File: config.mk
export PLATFORM = sky130hd
export DESIGN_NAME = result_s2mm
export DESIGN_NICKNAME = d
export VERILOG_FILES = /design/src/rtl/result_s2mm_pkg.sv /design/src/rtl/result_s2mm_prefetch_fifo.sv /design/src/rtl/result_s2mm.sv
export SDC_FILE = /design/constraint.sdc
export NUM_CORES = 1
export LEC_CHECK = 0
export ABC_AREA = 1
export BUFFER_PORTS_ARGS = -buffer_cell sky130_fd_sc_hd__buf_2
export CAP_MARGIN = 20
export CORE_MARGIN = 1
export CORE_UTILIZATION = 50
export DETAILED_ROUTE_END_ITERATION = 16
export HOLD_SLACK_MARGIN = 0.1
export PLACE_DENSITY = 0.83
export SLEW_MARGIN = 20
export SYNTH_ARGS = -nofsm -noshare
export SYNTH_HDL_FRONTEND = slang
export SYNTH_SLANG_ARGS = --single-unit
File: constraint.sdc
create_clock -name clk -period 10.9 [get_ports clk]
set_input_delay 0.545 -clock clk [delete_from_list [all_inputs] [get_ports clk]]
set_output_delay 0.545 -clock clk [all_outputs]
set_load 0.01 [all_outputs]
File: src/rtl/result_s2mm_pkg.sv
// Shared constants for result_s2mm: one-hot states, beat/byte geometry and
// the burst-size helper that clips a burst to its cap and, optionally, a 4 KB page.
package result_s2mm_pkg;

   typedef enum logic [4:0] {
      ST_IDLE = 5'b00001,
      ST_ADDR = 5'b00010,
      ST_DATA = 5'b00100,
      ST_RESP = 5'b01000,
      ST_PAGE = 5'b10000
   } state_t;

   localparam int BPB_BYTES     = 32;
   localparam int BPB_SHIFT     = 5;
   localparam int BURST_MAX     = 256;
   localparam int BURST_MAX_4K  = 128;
   localparam int PAGE_4K_BYTES = 4096;

   function automatic logic [8:0] burst_beats(input logic [31:0] remaining,
                                              input logic [11:0] page_offset,
                                              input bit          split_4k);
      logic [31:0] cap;
      logic [31:0] to_page;
      to_page = (32'(PAGE_4K_BYTES) - {20'd0, page_offset}) >> BPB_SHIFT;
      if (split_4k)
         cap = (to_page < 32'(BURST_MAX_4K)) ? to_page : 32'(BURST_MAX_4K);
      else
         cap = 32'(BURST_MAX);
      return 9'((remaining < cap) ? remaining : cap);
   endfunction

endpackage

File: src/rtl/result_s2mm_prefetch_fifo.sv
// Two-entry prefetch FIFO holding buffer words between the ring-buffer read
// and the AXI write-data channel; clear empties it synchronously.
module s2mm_prefetch_fifo #(
   parameter int WIDTH = 256
) (
   input  logic             clk,
   input  logic             reset,
   input  logic             clear,
   input  logic             push,
   input  logic [WIDTH-1:0] push_data,
   input  logic             pop,
   output logic [1:0]       count,
   output logic             empty,
   output logic [WIDTH-1:0] head
);

   logic [WIDTH-1:0] mem_reg [2];
   logic             wr_ptr_reg;
   logic             rd_ptr_reg;
   logic [1:0]       count_reg;

   for (genvar gi = 0; gi < 2; gi++) begin : g_entry
      always_ff @(posedge clk) begin
         if (push && (wr_ptr_reg == 1'(gi)))
            mem_reg[gi] <= push_data;
      end
   end

   always_ff @(posedge clk) begin
      if (reset || clear) begin
         wr_ptr_reg <= 1'b0;
         rd_ptr_reg <= 1'b0;
         count_reg  <= 2'd0;
      end else begin
         if (push)
            wr_ptr_reg <= ~wr_ptr_reg;
         if (pop)
            rd_ptr_reg <= ~rd_ptr_reg;
         count_reg <= count_reg + 2'(push) - 2'(pop);
      end
   end

   assign count = count_reg;
   assign empty = (count_reg == 2'd0);
   assign head  = mem_reg[rd_ptr_reg];

endmodule

File: src/rtl/result_s2mm.sv
// Streams a region of the result ring buffer to DDR as AXI write bursts.
// Define RESULT_S2MM_4K_SPLIT_EN to keep every burst inside one 4 KB page.
module result_s2mm
   import result_s2mm_pkg::*;
#(
   parameter int AXI_ADDR_WIDTH = 42,
   parameter int AXI_ID_WIDTH   = 1,
   parameter int AXI_DATA_WIDTH = 256,
   parameter int WR_ID          = 0,
   parameter int MEM_ADDR_WIDTH = 8,
   parameter int LEN_WIDTH      = 26,
   parameter int SIZE_WIDTH     = 9
) (
   input  logic                      clk,
   input  logic                      reset,
   input  logic                      i_start,
   output logic                      o_done,
   input  logic [AXI_ADDR_WIDTH-1:0] i_s2mm_base,
   input  logic [LEN_WIDTH-1:0]      i_s2mm_leng,
   input  logic                      i_src_ready,
   output logic                      o_mem_rreq,
   output logic [MEM_ADDR_WIDTH-1:0] o_mem_radd,
   input  logic [AXI_DATA_WIDTH-1:0] i_mem_rdata,
   output logic [AXI_ID_WIDTH-1:0]   o_s2mm_req_id,
   output logic [AXI_ADDR_WIDTH-1:0] o_s2mm_addr,
   output logic [SIZE_WIDTH-1:0]     o_s2mm_size,
   output logic                      o_s2mm_addr_req,
   input  logic                      i_s2mm_addr_ready,
   output logic [AXI_DATA_WIDTH-1:0] o_s2mm_data,
   output logic                      o_s2mm_data_valid,
   input  logic                      i_s2mm_data_ready,
   input  logic                      i_s2mm_done
);

`ifdef RESULT_S2MM_4K_SPLIT_EN
   localparam bit SPLIT_4K = 1'b1;
`else
   localparam bit SPLIT_4K = 1'b0;
`endif

   state_t                    state_reg, state_next;
   logic                      start_prev_reg;
   logic                      done_d1_reg, done_d2_reg, done_reg;
   logic [AXI_ADDR_WIDTH-1:0] base_reg, addr_reg;
   logic [LEN_WIDTH-1:0]      total_reg, issued_reg;
   logic [MEM_ADDR_WIDTH-1:0] rd_beat_reg;
   logic [SIZE_WIDTH-1:0]     size_reg, fetched_reg, sent_reg;
   logic                      inflight_reg;

   logic                      start_edge, done_edge, fire, rreq, data_valid;
   logic [LEN_WIDTH-1:0]      start_beats, cur_issued, cur_total;
   logic [AXI_ADDR_WIDTH-1:0] cur_base, next_addr;
   logic [SIZE_WIDTH-1:0]     next_size;
   logic [1:0]                fifo_count;
   logic                      fifo_empty;
   logic [AXI_DATA_WIDTH-1:0] fifo_head;
   logic [2:0]                occupancy;

   assign start_edge  = i_start && !start_prev_reg;
   assign done_edge   = i_s2mm_done && !done_d1_reg && !done_d2_reg;
   assign start_beats = (i_s2mm_leng >> BPB_SHIFT) + LEN_WIDTH'(|i_s2mm_leng[BPB_SHIFT-1:0]);

   // From IDLE the first burst is sized straight from the inputs being latched.
   always_comb begin
      cur_base   = base_reg;
      cur_issued = issued_reg;
      cur_total  = total_reg;
      if (state_reg == ST_IDLE) begin
         cur_base   = i_s2mm_base;
         cur_issued = '0;
         cur_total  = start_beats;
      end
      next_addr = cur_base + (AXI_ADDR_WIDTH'(cur_issued) << BPB_SHIFT);
      next_size = SIZE_WIDTH'(burst_beats(32'(cur_total - cur_issued), next_addr[11:0], SPLIT_4K));
   end

   s2mm_prefetch_fifo #(.WIDTH(AXI_DATA_WIDTH)) u_fifo (
      .clk       (clk),
      .reset     (reset),
      .clear     (state_reg == ST_IDLE),
      .push      (inflight_reg),
      .push_data (i_mem_rdata),
      .pop       (fire),
      .count     (fifo_count),
      .empty     (fifo_empty),
      .head      (fifo_head)
   );

   assign data_valid = (state_reg == ST_DATA) && !fifo_empty;
   assign fire       = data_valid && i_s2mm_data_ready;
   // Credit the beat leaving this cycle so a held-high ready sustains 1 beat/cycle.
   assign occupancy  = 3'(fifo_count) + 3'(inflight_reg) - 3'(fire);
   assign rreq       = (state_reg == ST_DATA) && (fetched_reg != size_reg) && (occupancy < 3'd2);

   always_ff @(posedge clk) begin
      if (reset)
         state_reg <= ST_IDLE;
      else
         state_reg <= state_next;
   end

   always_comb begin
      state_next = state_reg;
      unique case (state_reg)
         ST_IDLE: if (start_edge && (start_beats != '0)) state_next = ST_ADDR;
         ST_ADDR: if (i_s2mm_addr_ready) state_next = ST_DATA;
         ST_DATA: if (sent_reg == size_reg) state_next = ST_RESP;
         ST_RESP: if (done_edge) state_next = ST_PAGE;
         ST_PAGE: begin
            if (issued_reg == total_reg)
               state_next = ST_IDLE;
            else if (i_src_ready)
               state_next = ST_ADDR;
         end
         default: state_next = ST_IDLE;
      endcase
   end

   always_comb begin
      o_s2mm_addr_req   = (state_reg == ST_ADDR);
      o_s2mm_data_valid = data_valid;
      o_mem_rreq        = rreq;
      o_mem_radd        = rd_beat_reg;
      o_s2mm_addr       = addr_reg;
      o_s2mm_size       = size_reg;
      o_s2mm_data       = fifo_head;
      o_s2mm_req_id     = AXI_ID_WIDTH'(WR_ID);
      o_done            = done_reg;
   end

   always_ff @(posedge clk) begin
      if (reset) begin
         start_prev_reg <= 1'b0;
         done_d1_reg    <= 1'b0;
         done_d2_reg    <= 1'b0;
         done_reg       <= 1'b0;
         base_reg       <= '0;
         addr_reg       <= '0;
         total_reg      <= '0;
         issued_reg     <= '0;
         rd_beat_reg    <= '0;
         size_reg       <= '0;
         fetched_reg    <= '0;
         sent_reg       <= '0;
         inflight_reg   <= 1'b0;
      end else begin
         start_prev_reg <= i_start;
         done_d1_reg    <= i_s2mm_done;
         done_d2_reg    <= done_d1_reg;
         done_reg       <= 1'b0;
         inflight_reg   <= rreq;
         if (rreq) begin
            rd_beat_reg <= rd_beat_reg + 1'b1;
            fetched_reg <= fetched_reg + 1'b1;
         end
         if (fire)
            sent_reg <= sent_reg + 1'b1;
         unique case (state_reg)
            ST_IDLE: begin
               if (start_edge) begin
                  base_reg    <= i_s2mm_base;
                  total_reg   <= start_beats;
                  issued_reg  <= '0;
                  rd_beat_reg <= '0;
                  if (start_beats == '0) begin
                     done_reg <= 1'b1;
                  end else begin
                     addr_reg <= next_addr;
                     size_reg <= next_size;
                  end
               end
            end
            ST_ADDR: begin
               if (i_s2mm_addr_ready) begin
                  issued_reg  <= issued_reg + LEN_WIDTH'(size_reg);
                  fetched_reg <= '0;
                  sent_reg    <= '0;
               end
            end
            ST_PAGE: begin
               if (issued_reg == total_reg) begin
                  done_reg <= 1'b1;
               end else if (i_src_ready) begin
                  addr_reg <= next_addr;
                  size_reg <= next_size;
               end
            end
            default: ;
         endcase
      end
   end

endmodule

# Word-level counts from Yosys, hierarchy flattened
# Memories as Yosys holds them, arrays and structs flattened. A register that Yosys moved wholly into a read port is not among the register bits.
# Index checks and enable logic that the tools add are counted.
# totals
ramBits,512
output_inout_bits,320
ff_bits,185
n_memories,1
wordCells,122
# mem_list
name,depth,width,read_ports,rd_ports_with_merged_regs,wr,line,rtl
u_fifo.mem_reg,2,256,1,1,1,result_s2mm_prefetch_fifo.sv:17,logic [WIDTH-1:0] mem_reg [2];
# op_classes
eq_ne,17
reduce_logical,26
n_bitwise,2
magnitude_cmp,2
mux,46
n_addsub,11
# ops
cell,n
$mux W256,1
$reduce_or A256 Y1,1
$mux W42,5
$mux W26,4
$mux W9,11
$pmux W42 S2,1
$pmux W26 S2,1
$add A42 B31 Y42,1
$lt A32 B9 Y1 const B,1
$mux W5,6
$sub A26 B26 Y27,1
$add A26 B9 Y26,1
$eq A26 B26 Y1,1
$logic_not A26 Y1,1
$reduce_bool A26 Y1,1
$pmux W5 S5,1
$mux W8,3
$add A21 B1 Y22,1
$add A9 B1 Y9 const B,2
$pmux W9 S2,1
$ne A2 B2 Y1 const B,6
$mux W1,11
$logic_and A1 B1 Y1,10
$reduce_and A5 Y1,2
24 further kinds,30

# Longest topological paths before layout
# depth
ltp_word,10
depth_mapped,27
ltp_nobuf,27

# Cells and area by module
# A second synthesis with hierarchy kept.
# unflattened
hier_cells,2906
area_unflattened_um2,31674.1
# modules_own_cells
mod,seq_area_each_um2,area_each_um2,instances,cells_per_inst
s2mm_prefetch_fifo,15474.8,18786.8,1,827
result_s2mm,3543.4,12887.4,1,2079

# Worst setup path before layout
# No wires, ideal clock.
# synth_timing
kind,register to register
start,reg inflight_reg
end,"mem u_fifo.mem_reg[0][0], enable pin"
stages_incl_launch_ff,3
arrival_time_ns,11.107
n_path_buf,0
path_slack_ns,-1.091
synth_period_minus_slack_ns,11.991
setup_ns,0.884
path_cell_list,dfxtp_1 inv_1 nor2_1
# synth_between
elab_chain_len,5
elab_cells_between_ends,9
cone_classes,6 x mux; 3 x reduce/logical
# synth_rtl
element,line,rtl
"start, declared",result_s2mm.sv:48,logic inflight_reg;
"start signal, assigned",result_s2mm.sv:151,inflight_reg <= rreq;
$logic_and A1 B1 Y1,result_s2mm_prefetch_fifo.sv:24,if (push && (wr_ptr_reg == 1'(gi)))
$mux W1,result_s2mm_prefetch_fifo.sv:24,
$mux W1 (not written as such),result_s2mm_prefetch_fifo.sv:25,mem_reg[gi] <= push_data;
$reduce_or A256 Y1 (no line),-,
$mux W1 (no line),-,
"end, declared",result_s2mm_prefetch_fifo.sv:17,
# Several ways; a longest one is shown, not always the timed one.

# Worst setup path after layout
# layout_timing
start,reg state_reg[1]
end,out o_mem_rreq
# layout_between
elab_chain_len,6
elab_cells_between_ends,7
cone_classes,1 x add/sub; 1 x order compare; 1 x eq/ne; 4 x reduce/logical
# layout_rtl
element,line,rtl
"start, declared",result_s2mm.sv:41,"state_t state_reg, state_next;"
"start signal, assigned",result_s2mm.sv:99,state_reg <= state_next;
$eq A5 B3 Y1,result_s2mm.sv:89,assign data_valid = (state_reg == ST_DATA) && !fifo_empty;
$logic_and A1 B1 Y1,result_s2mm.sv:89,
$logic_and A1 B1 Y1,result_s2mm.sv:90,assign fire = data_valid && i_s2mm_data_ready;
via fire,result_s2mm.sv:50,"logic start_edge, done_edge, fire, rreq, data_valid;"
$sub A3 B1 Y3,result_s2mm.sv:92,assign occupancy = 3'(fifo_count) + 3'(inflight_reg) - 3'(fire);
$lt A3 B2 Y1,result_s2mm.sv:93,assign rreq = (state_reg == ST_DATA) && (fetched_reg != size_reg) && (occupancy < 3'd2);
$logic_and A1 B1 Y1,result_s2mm.sv:93,
"end, declared",result_s2mm.sv:21,"output logic o_mem_rreq,"
# The timed path passes the listed nets, and every way through them passes these cells.

==> metrics <==
Layout area overhead=28.0%; initial DRC count=2538; maxcap violations=0; Setup TNS Final=0 ns; Final Max Slew Viols=0; Seq/Total Area, Yosys=roughly three fifths; grt ovf=0; Crit Path Category=reg2out; routed via count=25.6k; Final Worst Setup Slack=between 5 and 6 ns; largest net degree at the start of global routing=91; Mapped Area=31300 um^2; routed length per placed instance=23.6 um; post-route clock period utilization=a little under half; drt pass-1 iters=7; Achievable Freq=roughly 200 MHz; Num CTS Buffers=74; max reg flops=512; DRC Markers=0; Total GRT Usage=33.1%; flops & latches, synth=694; VDD IR-drop max=0.198 mV; most frequent cells in the layout=buf_2, edfxtp_1, nand2_1; Place WS=6.43 ns; Max clock buf depth=3; worst hold stages=1; unrepaired setup endpoints after global routing=no; DIE AREA=roughly 64000 um^2; initial antenna violation count=22; # clock sinks=694; Post-CTS Repair Setup Buffers=0; DP HPWL=72000 um; Synthesized Nets=between 3k and 4k; Leak Pwr=0.0161 uW; commonest non-fill, non-tap cell in the layout=buf_2; status=finished, final reports clean; Cells after Synth=2867; CP Launch Type=register; Core Region=61700 um^2; fraction of layout cells with a size suffix above 1=28.3%; Critical Path End Type=output pin; Least-Margin Pin Slew=1.08 ns; width of the chip=252 um; chip height=252 um; TritonCTS clock tree=yes; port buffer count=649; Final Setup Violations=0; Hold Buf Count CTS=223; sequential cell area=approximately 19000 um^2; count of cell types in the netlist=50; Fill cells=4595; nets=4140; Critical Path RT=10.36 ns; yosys synthesis warning count=0; vias per cell=5.51; CTS H-tree depth=3; GPL Wtd Cong=0.942; Multi-input gate area=about 11000 um^2; starting density of the core=50.7%; Post-synth EDFFs=512; Critical Path Fanout Max=17; vias in the first global route=24.9k; Post-CTS Resized=0; Fin Hold WS=around 0.13 ns; Avg Inst Size Synth=10.9 um^2; Synth Flop Type=edfxtp_1; post-route ant nets=0; min Tclk post-route=roughly 5 ns; global-route wire length before repair=156000 um; routed wire length=about 110000 um; Critical Path AT=about 4.4 ns; final hold vios=0; Worst Skew=between 0.03 and 0.04 ns; Root Buffer=clkbuf_16; worst skew pair latency=slightly above 0.6 ns; pwr/cell area=195 nW/um^2; cells on worst reg2reg path=21; share of flip-flops with an asynchronous set or reset=0%; Hold WC Path Type=in2reg; relative slew slack=between 20% and 30%; Finished Core Util=64.9%; clock transition at the registers of the reported paths=0.07 ns; Site Rows=between 90 and 100; number of top-level pins=651
## worst max-delay path, stage by stage (launching register included)
cell      delay (ns)
dfxtp_1         0.32
nor2_1          0.19
nand4_1         0.22
a21oi_1         0.33
nand2_1         0.26
inv_1           0.16
ha_1            0.24
inv_1           0.06
ha_1            0.13
inv_1           0.05
fa_1            0.51
o21ai_0         0.09
a211oi_1        0.24
nand2_1         0.29
inv_1           0.49
buf_2           0.23
## cells in the mapped netlist (46+ instances only)
| library cell | instances | share of area, % |
|---|---|---|
| nand3_1 | 121 | 1.9 |
| clkbuf_1 | 69 | 0.83 |
| mux2_2 | 256 | 9.2 |
| nor3_1 | 57 | 0.91 |
| xor2_1 | 46 | 1.3 |
| nor2_1 | 274 | 3.3 |
| inv_1 | 294 | 3.5 |
| a21oi_1 | 114 | 1.8 |
| nand2_1 | 480 | 5.8 |
| dfxtp_1 | 182 | 12 |
| ha_1 | 65 | 2.6 |
| o21ai_0 | 179 | 2.9 |
| edfxtp_1 | 512 | 49 |
## metal layers
layer  track usage (%)  vias up  routed length, um
met5                 0        -                108
met4              18.7       16               6520
met3              9.70      364              11500
met2              53.5     1481              51100
met1              39.6    12134              40400
li1                  -    11634                  -
## cell type report
cell class	instances	area share (%)
Tap cell	837	2.62
Clock inverter	40	1.27
Multi-Input combinational cell	1785	26.8
Antenna cell	17	0.106
Timing Repair Buffer	888	14.0
Inverter	297	2.80
Clock buffer	94	4.91
Sequential cell	694	47.5
## path summary, 6_finish.rpt
path                     from                endpoint  slack, ns
max              state_reg[1]              o_mem_rreq       5.92
min          i_mem_rdata[115]  u_fifo.mem_reg[0][115]       0.13
max reg2reg      state_reg[2]          o_s2mm_size[8]       6.48
min reg2reg       done_d1_reg             done_d2_reg       0.43
## per-stage QoR
step                total power (uW)  cell area (um^2)  std cells
floorplan                       4520             31300       2867
global placement                5120             35300       4278
detailed placement              5130             35300       4278
CTS                             7740             40000       4635
global route                    8180             40000       4646
finish                          7820             40000       4652
## cells by family (layout without fill, tap and decap cells)
family / count (synthesis) / count (layout) / share of synthesized area, %
AO/OA/AOI/OAI: 384 / 384 / 6.68
XOR/XNOR: 76 / 76 / 2.13
adder cells (fa/ha/maj): 69 / 69 / 2.86
buffers and inverters: 388 / 1319 / 4.95
flip-flops: 694 / 694 / 60.8
multiplexers: 256 / 256 / 9.22
other: 1 / 18 / 0.0120
AND/OR/NAND/NOR: 999 / 999 / 13.4
## power breakdown
part | internal (uW) | total (uW) | switching, uW
logic | 695 | 2130 | 1440
clock network | 1470 | 2610 | 1140
registers | 2970 | 3080 | 105
(Power assumes the default switching activity.)
